### src/rtl/mips_mmio_pkg.sv
// Shared constants and types for the MIPS memory-mapped I/O blocks.
// Store-bus snoop struct and the saturating drop-counter helper.
package mips_mmio_pkg;

  localparam int BUS_W = 8;
  localparam int DROP_CNT_W = 8;

  localparam logic [BUS_W-1:0] PORT_ADDR_DEF = 8'hFF;

  typedef struct packed {
    logic             memwrite;
    logic [BUS_W-1:0] adr;
    logic [BUS_W-1:0] writedata;
  } store_bus_t;

  function automatic logic [DROP_CNT_W-1:0] sat_inc(
    input logic [DROP_CNT_W-1:0] v
  );
    return (&v) ? v : v + 1'b1;
  endfunction

endpackage

### src/rtl/sync_fifo.sv
// Synchronous FIFO: storage, wrapping pointers and occupancy count.
// A full FIFO still accepts a push when a pop happens in the same cycle.
module sync_fifo
  import mips_mmio_pkg::*;
#(
  parameter int WIDTH = 8,
  parameter int DEPTH = 4,
  localparam int AW = $clog2(DEPTH),
  localparam int CW = AW + 1
) (
  input  logic             clk,
  input  logic             reset,
  input  logic             push,
  input  logic             pop,
  input  logic [WIDTH-1:0] wdata,
  output logic [WIDTH-1:0] rdata,
  output logic             empty,
  output logic             full,
  output logic [CW-1:0]    count
);

  logic [WIDTH-1:0] mem [DEPTH];
  logic [AW-1:0]    wptr;
  logic [AW-1:0]    rptr;
  logic             push_ok;
  logic             pop_ok;

  assign empty   = (count == '0);
  assign full    = (count == CW'(DEPTH));
  assign pop_ok  = pop & ~empty & ~reset;
  assign push_ok = push & (~full | pop_ok) & ~reset;
  assign rdata   = mem[rptr];

  // Storage is deliberately left uncleared by reset.
  always_ff @(posedge clk) begin
    if (push_ok) begin
      mem[wptr] <= wdata;
    end
  end

  always_ff @(posedge clk) begin
    if (reset) begin
      wptr <= '0;
    end else if (push_ok) begin
      wptr <= wptr + 1'b1;
    end
  end

  always_ff @(posedge clk) begin
    if (reset) begin
      rptr <= '0;
    end else if (pop_ok) begin
      rptr <= rptr + 1'b1;
    end
  end

  always_ff @(posedge clk) begin
    if (reset) begin
      count <= '0;
    end else begin
      unique case ({push_ok, pop_ok})
        2'b10:   count <= count + 1'b1;
        2'b01:   count <= count - 1'b1;
        default: count <= count;
      endcase
    end
  end

endmodule

### src/rtl/mmio_out_port.sv
// Output port snooping processor stores to PORT_ADDR into a FIFO.
// Define MMIO_OUT_DROPCNT_EN to add the saturating drop_cnt output.
module mmio_out_port
  import mips_mmio_pkg::*;
#(
  parameter int WIDTH = 8,
  parameter int DEPTH = 4,
  parameter logic [WIDTH-1:0] PORT_ADDR = WIDTH'(PORT_ADDR_DEF),
  localparam int CW = $clog2(DEPTH) + 1
) (
  input  logic             clk,
  input  logic             reset,
  input  logic             memwrite,
  input  logic [WIDTH-1:0] adr,
  input  logic [WIDTH-1:0] writedata,
  output logic [WIDTH-1:0] out_data,
  output logic             out_valid,
  input  logic             out_ready,
  output logic             full,
  output logic [CW-1:0]    count,
  output logic             overflow
`ifdef MMIO_OUT_DROPCNT_EN
  ,
  output logic [DROP_CNT_W-1:0] drop_cnt
`endif
);

  logic hit;
  logic pop;
  logic empty;
  logic drop;

  assign hit       = memwrite & (adr == PORT_ADDR);
  assign out_valid = ~empty;
  assign pop       = out_valid & out_ready;
  // Full with a concurrent pop is a pass-through, not a drop.
  assign drop      = hit & full & ~pop;

  sync_fifo #(
    .WIDTH (WIDTH),
    .DEPTH (DEPTH)
  ) u_fifo (
    .clk   (clk),
    .reset (reset),
    .push  (hit),
    .pop   (pop),
    .wdata (writedata),
    .rdata (out_data),
    .empty (empty),
    .full  (full),
    .count (count)
  );

  always_ff @(posedge clk) begin
    if (reset) begin
      overflow <= 1'b0;
    end else if (drop) begin
      overflow <= 1'b1;
    end
  end

`ifdef MMIO_OUT_DROPCNT_EN
  always_ff @(posedge clk) begin
    if (reset) begin
      drop_cnt <= '0;
    end else if (drop) begin
      drop_cnt <= sat_inc(drop_cnt);
    end
  end
`endif

endmodule

### config.mk
export PLATFORM = sky130hd
export DESIGN_NAME = mmio_out_port
export DESIGN_NICKNAME = d
export VERILOG_FILES = /design/src/rtl/mips_mmio_pkg.sv /design/src/rtl/sync_fifo.sv /design/src/rtl/mmio_out_port.sv
export SDC_FILE = /design/constraint.sdc
export NUM_CORES = 1
export LEC_CHECK = 0
export ABC_AREA = 1
export BUFFER_PORTS_ARGS = -buffer_cell sky130_fd_sc_hd__buf_2
export CAP_MARGIN = 20
export CORE_MARGIN = 2
export CORE_UTILIZATION = 58
export DETAILED_ROUTE_END_ITERATION = 8
export PLACE_DENSITY = 0.83
export SLEW_MARGIN = 0
export SYNTH_ARGS = -nofsm -noshare
export SYNTH_HDL_FRONTEND = slang
export SYNTH_SLANG_ARGS = --single-unit
### constraint.sdc
create_clock -name clk -period 5.03 [get_ports clk]
set_input_delay 1.006 -clock clk [delete_from_list [all_inputs] [get_ports clk]]
set_output_delay 1.006 -clock clk [all_outputs]
set_load 0.005 [all_outputs]
==> impl_metrics.env <==
export IMPL_status="finished, final reports clean"
export IMPL_pwr_density_cell_mw_per_mm2=291.1
export IMPL_core_rowCount=20
export IMPL_mappedNetlistNets=182
export IMPL_post_cts_resized=0
export IMPL_slew_headroom_pct=45.40
export IMPL_static_leakage_power_uw=0.0008198
export IMPL_instance_area_at_placement_mm2=0.002006
export IMPL_clk_pin_slew_ns=0.11
export IMPL_clock_latency_ns=0.36
export IMPL_post_synth_top_area_cell="edfxtp_1"
export IMPL_clock_skew_final_ns=0.01282
export IMPL_timing_setup_critical_path_class="flop to output pin"
export IMPL_port_buffers=33
export IMPL_detail_route_wirelength_um=3306
export IMPL_syn_avg_cell_area_um2=11.63
export IMPL_routed_via_count=1221
export IMPL_cts_num_sinks=42
export IMPL_worst_r2r_path_depth=10
export IMPL_finalMaxSlewViolations=0
export IMPL_detailed_place_hpwl_um=2360
export IMPL_layout_nets=220
export IMPL_synth_yosys_warnings=0
export IMPL_netlist_cell_type_count=24
export IMPL_drive_above_1_share_pct=29.74
export IMPL_layout_commonest_cell="buf_2"
export IMPL_die_width_um=59.93
export IMPL_power_ir_vdd_worst_uv=226.6
export IMPL_rsz0062_at_grt="no"
export IMPL_timing_critical_path_from_type="flop"
export IMPL_worst_endpoint_required_ns=4.02
export IMPL_finalCriticalPeriod_ns=2.736
export IMPL_wl_cell_um=14.50
export IMPL_global_route_overflow_total=0
export IMPL_crit_path_max_fanout=17
export IMPL_worst_slew_pin_slew_ns=0.8160
export IMPL_inserted_diodes=0
export IMPL_synth_ff_latch_count=42
export IMPL_final_estimated_routing_congestion_in_global_placement=0.7526
export IMPL_yosysSeqAreaShare_pct=64.00
export IMPL_drtIter0Drc=62
export IMPL_regArea_mm2=0.001161
export IMPL_synthesis_instances=156
export IMPL_worst_hold_stages=2
export IMPL_layout_area_overhead_vs_synth_pct=15.03
export IMPL_final_setup_viol_count=0
export IMPL_hold_path_endpoint="overflow$_SDFFE_PP0P_"
export IMPL_setup_tns_final_ns=0
export IMPL_cts_root_buf="clkbuf_4"
export IMPL_synth_area_top_cells="edfxtp_1, dfxtp_1, nor2_1, o21ai_0, ha_1"
export IMPL_die_h_um=59.93
export IMPL_ios=34
export IMPL_cts_inserted_buffers=5
export IMPL_grt_start_max_net_pins=18
export IMPL_antenna_found_initial=0
export IMPL_post_layout_nonfiller_instances=228
export IMPL_holdBufCountCts=0
export IMPL_cts_path_max_buffers=2
export IMPL_number_of_global_route_vias_before_repair=1187
export IMPL_cts_htree_levels=2
export IMPL_power_total_uw=607.4
export IMPL_r2r_end="u_fifo.count[2]$_SDFFE_PP0P_"
export IMPL_setup_reg_to_reg_worst_slack_ns=2.94
export IMPL_placed_cells_incl_taps=220
export IMPL_vias_per_cell=5.355
export IMPL_synth_cell_area_mm2=0.001814
export IMPL_ant_nets=0
export IMPL_design_core_area_mm2=0.003003
export IMPL_nFillCells=228
export IMPL_grt_first_pass_wirelength_um=5202
export IMPL_synth_top_cell_area_share_pct=52.97
export IMPL_timing_critical_path_to_type="output pin"
export IMPL_worst_hold_startpoint="overflow$_SDFFE_PP0P_"
export IMPL_drv_cap=0
export IMPL_drt_drc_violations_left=0
export IMPL_final_design_instance_area_without_fill_mm2=0.002087
export IMPL_multi_input_comb_area_um2=549.3
export IMPL_final_cell_mix="buf_2, edfxtp_1, nor2_1"
export IMPL_worstPathArrival_ns=1.73
export IMPL_finalHoldViolCount=0
export IMPL_dieArea_mm2=0.003592
export IMPL_timing_rr_start="u_fifo.count[0]$_SDFFE_PP0P_"
export IMPL_cts_tree="yes"
export IMPL_first_pass_iters=4
export IMPL_fmax_mhz=365.5
export IMPL_period_share_pct=54.40
export IMPL_hold_class="flop to flop"
export IMPL_grt_use_total_pct=20.29
export IMPL_cts_repair_timing_setup_buffer_count=0
export IMPL_floorplan_initialDensity_pct=60.42
[how the worst max path moves through the flow]
stage	startpoint	to	slack (ns)	depth (start not counted)
3_3_place_gp	reset	u_fifo.count[2]$_SDFFE_PP0P_	2.50	11
4_1_cts	flop	out_data[7]	2.27	4
6_report	flop	out_data[2]	2.29	4
5_1_grt	flop	out_data[2]	2.12	4
2_1_floorplan	reset	u_fifo.count[2]$_SDFFE_PP0P_	2.67	10
3_5_place_dp	reset	u_fifo.count[2]$_SDFFE_PP0P_	2.30	11
[stage by stage]
step	hold WS [ns]	util, %	setup WS [ns]
2_1_floorplan	0.4517	-	2.669
3_3_place_gp	0.4428	66.79	2.496
3_5_place_dp	0.4694	66.79	2.305
4_1_cts	0.4973	69.50	2.272
5_1_grt	0.5141	69.50	2.121
6_report	0.4918	69.50	2.294
[per-layer routing]
metal  wire length, um  vias to the layer above  track usage [%]
li1                  -                      612                -
met1              1399                      585            24.64
met2              1743                       22            35.09
met3               140                        2            6.061
met4                21                        0            5.397
met5                 0                        -                0
[worst max-delay path, cell delays in order (launching register included)]
cell	delay, ns
dfxtp_1	0.69
inv_2	0.24
o21ai_0	0.22
o22ai_1	0.09
buf_2	0.13
[cells in the mapped netlist, drive strengths merged]
master and n:
o31ai 1, inv 19, bufinv 1, edfxtp 32, a21oi 7, buf 2, xor2 1, o22ai 8
nand4 1, o21ai 20, nor2 30, ha 5, fa 1, nand3 3, dfxtp 10, nand2 15
[layout make-up]
cell class	instances	area share, %
sequential	42	55.64
timing repair buffer	33	7.914
clock inverter	3	2.098
multi-input combinational	92	26.32
tap	33	1.978
clock buffer	5	1.799
inverter	20	4.257
[power by group]
group	switching, uW	internal, uW	total (uW)
logic	9.70	8.39	18.1
clock network	111	106	217
registers	0.216	372	372
[logic make-up after synthesis]
| kind of cell | Yosys count | share of synthesized area (%) |
|---|---|---|
| and+or+nand+nor | 49 | 14.21 |
| AOI/OAI and AO/OA | 36 | 11.03 |
| buffers and inverters | 22 | 5.724 |
| DFF | 42 | 64.00 |
| xor gates and xnor gates | 1 | 0.4828 |
| adders and majority gates | 6 | 4.552 |
[flip-flops by register name, summed over array words and instances (netlist names), named ones only]
name	count
u_fifo.mem	32
overflow	1
u_fifo.count	3
u_fifo.rptr	2
u_fifo.wptr	2
No activity file was read; power rests on OpenSTA's default activity.
